<file path="config.mk">
export PLATFORM = sky130hd
export DESIGN_NAME = multicycle_control_unit
export DESIGN_NICKNAME = d
export VERILOG_FILES = /design/src/rtl/mcu_pkg.sv /design/src/rtl/mcu_output_decode.sv /design/src/rtl/multicycle_control_unit.sv
export SDC_FILE = /design/constraint.sdc
export NUM_CORES = 1
export LEC_CHECK = 0
export ABC_AREA = 1
export CAP_MARGIN = 10
export CORE_ASPECT_RATIO = 1.25
export CORE_MARGIN = 5
export CORE_UTILIZATION = 49
export DETAILED_ROUTE_END_ITERATION = 10
export MAX_ROUTING_LAYER = met4
export PLACE_DENSITY_LB_ADDON = 0.25
export SYNTH_ARGS = -nofsm -noshare
export SYNTH_HDL_FRONTEND = slang
export SYNTH_HIERARCHICAL = 1
export SYNTH_SLANG_ARGS = --single-unit
</file>
<file path="constraint.sdc">
create_clock -name clk -period 1.95 [get_ports clk]
set_input_delay 0.39 -clock clk [delete_from_list [all_inputs] [get_ports clk]]
set_output_delay 0.39 -clock clk [all_outputs]
set_load 0.05 [all_outputs]
</file>
<file path="src/rtl/mcu_pkg.sv">
`default_nettype none
// +--------------------------------------------------------------------------+
// | mcu_pkg : states, opcodes and mux-select constants for the multi-cycle   |
// |           MIPS control unit.                                             |
// | Revision: 1.0                                                            |
// +--------------------------------------------------------------------------+
package mcu_pkg;

  typedef enum logic [3:0] {
    IDLE   = 4'd0,
    FETCH  = 4'd1,
    DECODE = 4'd2,
    MEMADR = 4'd3,
    MEMRD  = 4'd4,
    MEMWB  = 4'd5,
    MEMWR  = 4'd6,
    EXEC   = 4'd7,
    ALUWB  = 4'd8,
    BRANCH = 4'd9,
    JUMP   = 4'd10,
    ADDIEX = 4'd11,
    ADDIWB = 4'd12,
    TRAP   = 4'd13
  } state_t;

  localparam int OP_RTYPE = 0;
  localparam int OP_J     = 2;
  localparam int OP_BEQ   = 4;
  localparam int OP_BNE   = 5;
  localparam int OP_ADDI  = 8;
  localparam int OP_LW    = 35;
  localparam int OP_SW    = 43;

  localparam int ALU_ADD   = 0;
  localparam int ALU_FUNCT = 2;
  localparam int ALU_SUB   = 3;

  localparam logic [1:0] PCSRC_ALU    = 2'd0;
  localparam logic [1:0] PCSRC_ALUOUT = 2'd1;
  localparam logic [1:0] PCSRC_JUMP   = 2'd2;

  localparam logic [1:0] SRCB_B       = 2'd0;
  localparam logic [1:0] SRCB_FOUR    = 2'd1;
  localparam logic [1:0] SRCB_IMM     = 2'd2;
  localparam logic [1:0] SRCB_IMM_SL2 = 2'd3;

endpackage
`default_nettype wire

</file>
<file path="src/rtl/mcu_output_decode.sv">
`default_nettype none
// +--------------------------------------------------------------------------+
// | mcu_output_decode : combinational state/opcode -> datapath controls.     |
// | Revision: 1.0                                                            |
// +--------------------------------------------------------------------------+
module mcu_output_decode
  import mcu_pkg::*;
#(
  parameter int OPCODE_W = 6,
  parameter int ALUOP_W  = 2
) (
  input  logic [3:0]          i_state,
  input  logic [OPCODE_W-1:0] i_opcode,
  input  logic                i_mem_ready,
  output logic                o_pc_write,
  output logic                o_pc_write_cond,
  output logic                o_branch_ne,
  output logic                o_iord,
  output logic                o_mem_read,
  output logic                o_mem_write,
  output logic                o_ir_write,
  output logic                o_mem_to_reg,
  output logic                o_alu_src_a,
  output logic                o_reg_write,
  output logic                o_reg_dst,
  output logic [1:0]          o_pc_source,
  output logic [1:0]          o_alu_src_b,
  output logic [ALUOP_W-1:0]  o_alu_op,
  output logic                o_instr_done,
  output logic                o_illegal_op
);

  state_t w_state;
  assign w_state = state_t'(i_state);

  always_comb begin
    o_pc_write      = 1'b0;
    o_pc_write_cond = 1'b0;
    o_branch_ne     = 1'b0;
    o_iord          = 1'b0;
    o_mem_read      = 1'b0;
    o_mem_write     = 1'b0;
    o_ir_write      = 1'b0;
    o_mem_to_reg    = 1'b0;
    o_alu_src_a     = 1'b0;
    o_reg_write     = 1'b0;
    o_reg_dst       = 1'b0;
    o_pc_source     = PCSRC_ALU;
    o_alu_src_b     = SRCB_B;
    o_alu_op        = ALUOP_W'(ALU_ADD);
    o_instr_done    = 1'b0;
    o_illegal_op    = 1'b0;
    case (w_state)
      FETCH: begin
        // PC and IR only latch once memory has actually delivered the word
        o_mem_read  = 1'b1;
        o_alu_src_b = SRCB_FOUR;
        o_ir_write  = i_mem_ready;
        o_pc_write  = i_mem_ready;
      end
      DECODE: o_alu_src_b = SRCB_IMM_SL2;
      MEMADR: begin
        o_alu_src_a = 1'b1;
        o_alu_src_b = SRCB_IMM;
      end
      MEMRD: begin
        o_mem_read = 1'b1;
        o_iord     = 1'b1;
      end
      MEMWB: begin
        o_reg_write  = 1'b1;
        o_mem_to_reg = 1'b1;
        o_instr_done = 1'b1;
      end
      MEMWR: begin
        o_mem_write  = 1'b1;
        o_iord       = 1'b1;
        o_instr_done = i_mem_ready;
      end
      EXEC: begin
        o_alu_src_a = 1'b1;
        o_alu_op    = ALUOP_W'(ALU_FUNCT);
      end
      ALUWB: begin
        o_reg_write  = 1'b1;
        o_reg_dst    = 1'b1;
        o_instr_done = 1'b1;
      end
      BRANCH: begin
        o_alu_src_a     = 1'b1;
        o_alu_op        = ALUOP_W'(ALU_SUB);
        o_pc_write_cond = 1'b1;
        o_pc_source     = PCSRC_ALUOUT;
        o_branch_ne     = (i_opcode == OPCODE_W'(OP_BNE));
        o_instr_done    = 1'b1;
      end
      JUMP: begin
        o_pc_write   = 1'b1;
        o_pc_source  = PCSRC_JUMP;
        o_instr_done = 1'b1;
      end
      ADDIEX: begin
        o_alu_src_a = 1'b1;
        o_alu_src_b = SRCB_IMM;
      end
      ADDIWB: begin
        o_reg_write  = 1'b1;
        o_instr_done = 1'b1;
      end
      TRAP:    o_illegal_op = 1'b1;
      default: ;
    endcase
  end

endmodule
`default_nettype wire

</file>
<file path="src/rtl/multicycle_control_unit.sv">
`default_nettype none
// +--------------------------------------------------------------------------+
// | multicycle_control_unit : Moore FSM sequencing the multi-cycle MIPS      |
// |                           datapath, with retired-instruction counter.   |
// | Revision: 1.0                                                            |
// +--------------------------------------------------------------------------+
module multicycle_control_unit
  import mcu_pkg::*;
#(
  parameter int OPCODE_W    = 6,
  parameter int ALUOP_W     = 2,
  parameter int CNT_W       = 32,
  parameter int MEM_WAIT_EN = 1
) (
  input  logic                clk,
  input  logic                reset_n,
  input  logic [OPCODE_W-1:0] opcode,
  input  logic                mem_ready,
  output logic                PCWrite,
  output logic                PCWriteCond,
  output logic                BranchNE,
  output logic                IorD,
  output logic                MemRead,
  output logic                MemWrite,
  output logic                IRWrite,
  output logic                MemtoReg,
  output logic                ALUSrcA,
  output logic                RegWrite,
  output logic                RegDst,
  output logic [1:0]          PCSource,
  output logic [1:0]          ALUSrcB,
  output logic [ALUOP_W-1:0]  ALUOp,
  output logic                instr_done,
  output logic                illegal_op,
  output logic [CNT_W-1:0]    instr_count,
  output logic [3:0]          state
);

  state_t           r_state;
  state_t           w_next;
  logic [CNT_W-1:0] r_instr_count;
  logic             w_mem_ready;

  // With waiting disabled every access completes in one cycle
  assign w_mem_ready = mem_ready | (MEM_WAIT_EN == 0);

  always_comb begin
    w_next = IDLE;
    case (r_state)
      IDLE:   w_next = FETCH;
      FETCH:  w_next = w_mem_ready ? DECODE : FETCH;
      DECODE: begin
        if (opcode == OPCODE_W'(OP_RTYPE))                                   w_next = EXEC;
        else if (opcode == OPCODE_W'(OP_LW) || opcode == OPCODE_W'(OP_SW))   w_next = MEMADR;
        else if (opcode == OPCODE_W'(OP_BEQ) || opcode == OPCODE_W'(OP_BNE)) w_next = BRANCH;
        else if (opcode == OPCODE_W'(OP_J))                                  w_next = JUMP;
        else if (opcode == OPCODE_W'(OP_ADDI))                               w_next = ADDIEX;
        else                                                                 w_next = TRAP;
      end
      MEMADR: w_next = (opcode == OPCODE_W'(OP_LW)) ? MEMRD : MEMWR;
      MEMRD:  w_next = w_mem_ready ? MEMWB : MEMRD;
      MEMWR:  w_next = w_mem_ready ? FETCH : MEMWR;
      EXEC:   w_next = ALUWB;
      ADDIEX: w_next = ADDIWB;
      MEMWB, ALUWB, BRANCH, JUMP, ADDIWB, TRAP: w_next = FETCH;
      default: w_next = IDLE;
    endcase
  end

  always_ff @(posedge clk) begin
    if (!reset_n) begin
      r_state       <= IDLE;
      r_instr_count <= '0;
    end else begin
      r_state <= w_next;
      if (instr_done) begin
        r_instr_count <= r_instr_count + CNT_W'(1);
      end
    end
  end

  assign instr_count = r_instr_count;
  assign state       = r_state;

  mcu_output_decode #(
    .OPCODE_W (OPCODE_W),
    .ALUOP_W  (ALUOP_W)
  ) u_output_decode (
    .i_state         (r_state),
    .i_opcode        (opcode),
    .i_mem_ready     (w_mem_ready),
    .o_pc_write      (PCWrite),
    .o_pc_write_cond (PCWriteCond),
    .o_branch_ne     (BranchNE),
    .o_iord          (IorD),
    .o_mem_read      (MemRead),
    .o_mem_write     (MemWrite),
    .o_ir_write      (IRWrite),
    .o_mem_to_reg    (MemtoReg),
    .o_alu_src_a     (ALUSrcA),
    .o_reg_write     (RegWrite),
    .o_reg_dst       (RegDst),
    .o_pc_source     (PCSource),
    .o_alu_src_b     (ALUSrcB),
    .o_alu_op        (ALUOp),
    .o_instr_done    (instr_done),
    .o_illegal_op    (illegal_op)
  );

endmodule
`default_nettype wire

</file>
==> qor.csv <==
stage;metric;value;unit
worst_setup_path;crit_path_max_fanout;4;
timing;setup_viol;0;
final_layout;final_common_cell;nand2_1;
grt;grt_pass1_wl;11000;microns
timing;timing.fmax;0.529;GHz
power;p_leak;1.49;nW
worst_setup_path;crit_chain;clkdlybuf4s50_1;
yosys;yosysWarningCount;6;
worst_setup_path;path_buf_inv;1;
worst_setup_path;crit_path_end_kind;primary output;
timing;final.setup_skew;0.00299;ns
worst_setup_path;cp.arrival;1.50;ns
detailed_routing;routed_wirelength;6620;microns
grt;grt_pass1_vias;2518;
detailed_routing;post_drt_wl_per_cell;12.7;microns
worst_setup_path;cpPeakStageDelay;0.83;ns
yosys;synth_edf_count;0;
grt;grt_usage;0.215;
final_layout;nets;471;
timing;fin_crit_sh;0.969;
timing;maxSlewViolCount;0;
die;pin_count;64;
clocking;cts_inserted_buffers;5;
timing;rsz0062_at_grt;yes;
timing;tightest_slew;0.503;ns
grt;grt_overflow;0;
worst_setup_path;crit_type;reg2out;
yosys;ys_async_sr_fraction;0;
die;die_area;6500;sq um
clocking;clk_path_buf_depth;2;
worst_setup_path;critPathLaunchType;flip-flop;
worst_setup_path;crit_slowest_cell;clkdlybuf4s50_1;
yosys;netlist_area;2440;sq um
final_layout;multi_input_area;1530;sq um
clocking;cts_hold_buf;0;
worst_setup_path;required;1.56;ns
run_status;outcome;finished, final reports clean;
detailed_routing;vias;2738;
detailed_routing;ant_nets;0;
worst_hold_path;min_path_type;reg2reg;
final_layout;regArea;736;sq um
power;peakVddDrop;414;uV
placed_design;dp_hpwl;5130;microns
die;initial_core_util;0.508;
detailed_routing;viasPerCell;5.25;
clocking;tritoncts;yes;
grt;grt_max_degree;24;
detailed_routing;drt_pass1_iterations;5;
timing;period_needed;1.89;ns
detailed_routing;drc;0;
flow_run;maxCapViolations;0;
die;core;4800;sq um
clocking;clk_pin_slew;0.07;ns
final_layout;drive_above_1_share;0.255;
placed_design;io_buffers;63;
yosys;yosysSeqAreaShare;0.296;
final_layout;area_growth;44.1;%
final_layout;post-route-util;0.732;
grt;antenna_found_initial;0;
clocking;worstSkewPairLatency;0.28;ns
timing;final-hold-violation-count;0;
final_layout;final_cell_mix;nand2_1, nor2_1, inv_1, buf_4, dfxtp_1;
power;powerDensity;577;nW/um^2
placed_design;gp_congestion;0.897;
yosys;syn_nets;397;
die;die_h;88.9;microns
yosys;synthDistinctLibCells;33;
yosys;syn_inst;387;
clocking;clock-sinks;36;
clocking;clock-root-buffer;clkbuf_8;
yosys;synth-seq-cells;36;
timing;finalSetupTns;0;ns
worst_setup_path;cp_top_family;buffers and inverters;
final_layout;n_antenna_cell;0;
clocking;htreeDepth;2;
final_layout;fill_cells;381;
timing;slew-limit-headroom;0.664;
die;die_x;73.1;microns
die;num_rows;28;
detailed_routing;drtIter0Drc;177;
yosys;synth_area_per_cell;6.30;sq um
yosys;synth_ff_type;dfxtp_1;
## cell families (layout without fill, tap and decap cells)
| kind of cell | after synthesis | after routing | share of synthesized area |
|---|---|---|---|
| compound gates | 40 | 40 | 0.0954 |
| xor+xnor | 2 | 2 | 0.00718 |
| fa+ha+maj | 1 | 1 | 0.00513 |
| buf+inv | 68 | 143 | 0.111 |
| flops | 36 | 36 | 0.296 |
| simple gates | 240 | 240 | 0.485 |
## what timing repair did
action,4_1_cts,5_1_grt
resized for setup,3,5
pin swaps,0,2
endpoints found under the setup margin,1,5
setup buffers,2,4
## flip-flops by register name, indices dropped and copies added (netlist names)
signal and count:
state 4, instr_count 32
## where the power goes
part,internal (mW),leakage (nW),switching (mW)
combinational,0.283,1.15,0.415
sequential,0.755,0.293,0.0328
clock,0.288,0.0455,0.253
## Yosys cell counts, drive strengths merged, types with 3 or more instances
master | count | area, sq um
o21bai | 3 | 33.8
o21ai | 13 | 65.1
buf | 5 | 35.0
nor3 | 7 | 35.0
nand3 | 35 | 208
clkbuf | 3 | 11.3
nand2 | 86 | 350
dfxtp | 36 | 721
nor2 | 92 | 462
a21oi | 18 | 90.1
inv | 60 | 225
nand4 | 15 | 93.8
## through the flow
stage	setup WS (ns)	hold WS, ns	total power, mW	area (sq um)	cells
2_1_floorplan	-0.0579	0.620	1.20	2530	387
3_3_place_gp	0.0649	0.493	1.45	3330	508
3_5_place_dp	0.0170	0.502	1.46	3330	508
4_1_cts	0.0200	0.514	2.01	3450	518
5_1_grt	-0.00138	0.539	2.10	3510	522
6_report	0.0606	0.515	2.03	3510	522
## layer usage
metal  up-vias  wire, microns  part of all wire  global-route usage
met5         -              0                 0                   -
met1      1236           2790              0.42               0.249
met2       107           3310              0.50               0.369
met3        16            382             0.058              0.0409
met4         0            135             0.020              0.0755
li1       1379              -                 -                   -
## final cells by class
class	count	share of cell area
sequential	36	0.209
clock buffer	8	0.0256
multi-input combinational	283	0.436
inverter	60	0.0662
timing repair buffer	75	0.242
tap	60	0.0214
## path summary, 6_finish.rpt
kind / start / end / slack [ns] / cells after the start
setup / recovery: instr_count[10] / instr_count[10] / 0.06 / 1
hold / removal: instr_count[0] / instr_count[0] / 0.52 / 1
setup reg to reg: state[3] / instr_count[27] / 0.13 / 13
hold reg to reg: instr_count[0] / instr_count[0] / 0.52 / 1
(Power assumes the default switching activity.)
==> RTL edit (same settings) <==
Put one more register stage on the output `instr_count`, without a reset. The value now appears one clock later. The other outputs are not delayed to match.
--- a/src/rtl/multicycle_control_unit.sv
+++ b/src/rtl/multicycle_control_unit.sv
@@ -81,3 +81,5 @@
 
-  assign instr_count = r_instr_count;
+  always_ff @(posedge clk) begin
+    instr_count <= r_instr_count;
+  end
   assign state       = r_state;
Function: changed (Yosys sat finds a counterexample within 10 cycles, from zero or initial values and one cycle with reset_n low).
==> RTL edit against the unedited design <==
Design area rose by 24%; routed wire length increased by 15%; synthesized cell count increased by 4.9%; sequential cell count up 32; count of clock-buffer cells in the layout is 2 higher; synthesized area up 24%; power rose by 66%; critical path depth up 6; worst setup slack worse by 8.7 ps; critical endpoint is now instr_done.
==> RTL edit: results (changes against the unedited design) <==
** Synthesis
- Synth unique cells :: 35 (was 33)
- Leading cell types by total area after synthesis :: dfxtp_1 45%, nand2_1 10%, nor2_1 8.5% (was dfxtp_1 30%, nand2_1 12%, nor2_1 11%)
- The number of instances in the synthesized netlist came to 406 (was 387).
- Total nets after synthesis :: 416 (was 397)
- Share of synthesized registers carrying an async set or reset :: 0% (unchanged)
- The fraction of the yosys area taken by sequential cells came to 45.07% (was 29.55%).
- Cell types with the highest counts after synthesis: 84 x nand2_1, 68 x dfxtp_1, 68 x nor2_1 (was 77 x nand2_1, 73 x nor2_1, 54 x inv_1).

** Setup path
- Worst reg-to-reg setup slack :: 150 ps (was 130 ps)
- Source of the critical timing path :: state[0] (was instr_count[10])
- Maximum net fanout on the critical path :: 4 (unchanged)
- The timing endpoint of the critical path is instr_done (was instr_count[10]).

** Placement
- Post-detailed-placement half-perimeter wirelength :: 5.442 mm (was 5.130 mm)
- Placed cell area :: 4033 sq um (was 3331 sq um)
- Placement Setup Slack :: 11.28 ps (was 16.97 ps)
- The cell total after placement is 556 (was 508).
- Placer congestion estimate :: 0.8761 (was 0.8971)

** Run status
- Result of the run: finished clean (unchanged).

** STA
- The transition at the pin with the smallest max-transition slack was 541.0 ps (was 503.1 ps).
- The worst hold margin was 379.5 ps (was 515.2 ps).
- Post-layout min period :: 1898 ps (was 1889 ps)

** Pwr
- Peak supply drop :: 0.5261 mV (was 0.4135 mV)
- The switching part of the total power was 30.48% (was 34.57%).
- The part of the total power dissipated in the clock network is 35.3% (was 26.7%).
- The total power after layout is 3.362 mW (was 2.026 mW).
- Leakage :: 1.819 nW (was 1.489 nW)

** Final layout
- Fraction of final layout cells sized beyond drive strength 1 :: 23.09% (was 25.54%)
- The final-stage net count is 503 (was 471).

** Clocking
- The maximum level of the CTS H-tree is 3 (was 2).
- The clock latency on the worst-skew pair came to 350 ps (was 280 ps).
- Number of setup buffers added after CTS :: 7 (was 2)
- CTS Buf Count :: 9 (was 5)

** Global route
- The wire length of the first global-routing pass came to 12.84 mm (was 10.98 mm).
- The overall fraction of global-route tracks in use is 21.33% (was 21.54%).

** Routing
- The via count normalized by instance count was 4.993 (was 5.245).
- Via total after detailed routing :: 2,911 (was 2,738)
- The average wire per cell in the routed design is 13.01 um (was 12.67 um).
- First-pass DRT Iterations :: 4 (was 5)
[RTL edit: cell count changes after synthesis, sizes merged, moves of 2 or more]
cell    unedited run  this run
clkbuf             3         1
dfxtp             36        68
inv               60        55
nand2             86        93
nand3             35        31
nand4             15        13
nor2              92        83
nor3               7        10
xor2               0         2
[RTL edit: worst min-delay path by stage]
stage / start / to / cells past startpoint
2_1_floorplan: r_instr_count[28] / instr_count[28] / 0
3_3_place_gp: r_instr_count[28] / instr_count[28] / 0
3_5_place_dp: r_instr_count[31] / instr_count[31] / 0
4_1_cts: r_instr_count[31] / instr_count[31] / 0
5_1_grt: r_instr_count[28] / instr_count[28] / 0
6_report: r_instr_count[28] / instr_count[28] / 0
[RTL edit: routing by layer]
metal	vias up	part of all wire (%)	global-route usage [%]
met4	0	2.4	9.493
met2	71	54	37.37
met5	-	0	-
li1	1461	-	-
met1	1362	39	21.55
met3	17	4.7	6.181
[RTL edit: cell families (layout without fill, tap and decap cells)]
kind of cell	Yosys count	count (layout)	share of synthesized area, %
xor+xnor	4	4	1.160
fa+ha+maj	1	1	0.4142
buf+inv	61	153	8.326
simple gates	234	234	37.82
compound gates	38	38	7.208
flops	68	68	45.07
[RTL edit: critical path, cell delays in order (launching register included)]
cell and delay, ps:
dfxtp_4 390, inv_2 60, nand2_4 100, nor2_4 50, nor2_2 140, nand3_4 100
buf_4 160, buf_12 140
[RTL edit: final cells by class]
| class | instances | area, sq um |
|---|---|---|
| fillers | 481 | 1713 |
| repair buffers | 82 | 947.2 |
| multi-input cells | 277 | 1516 |
| clock inverters | 6 | 70.07 |
| flip-flops and latches | 68 | 1376 |
| inverters | 55 | 219.0 |
| well taps | 85 | 106.4 |
| clock buffers | 10 | 137.6 |
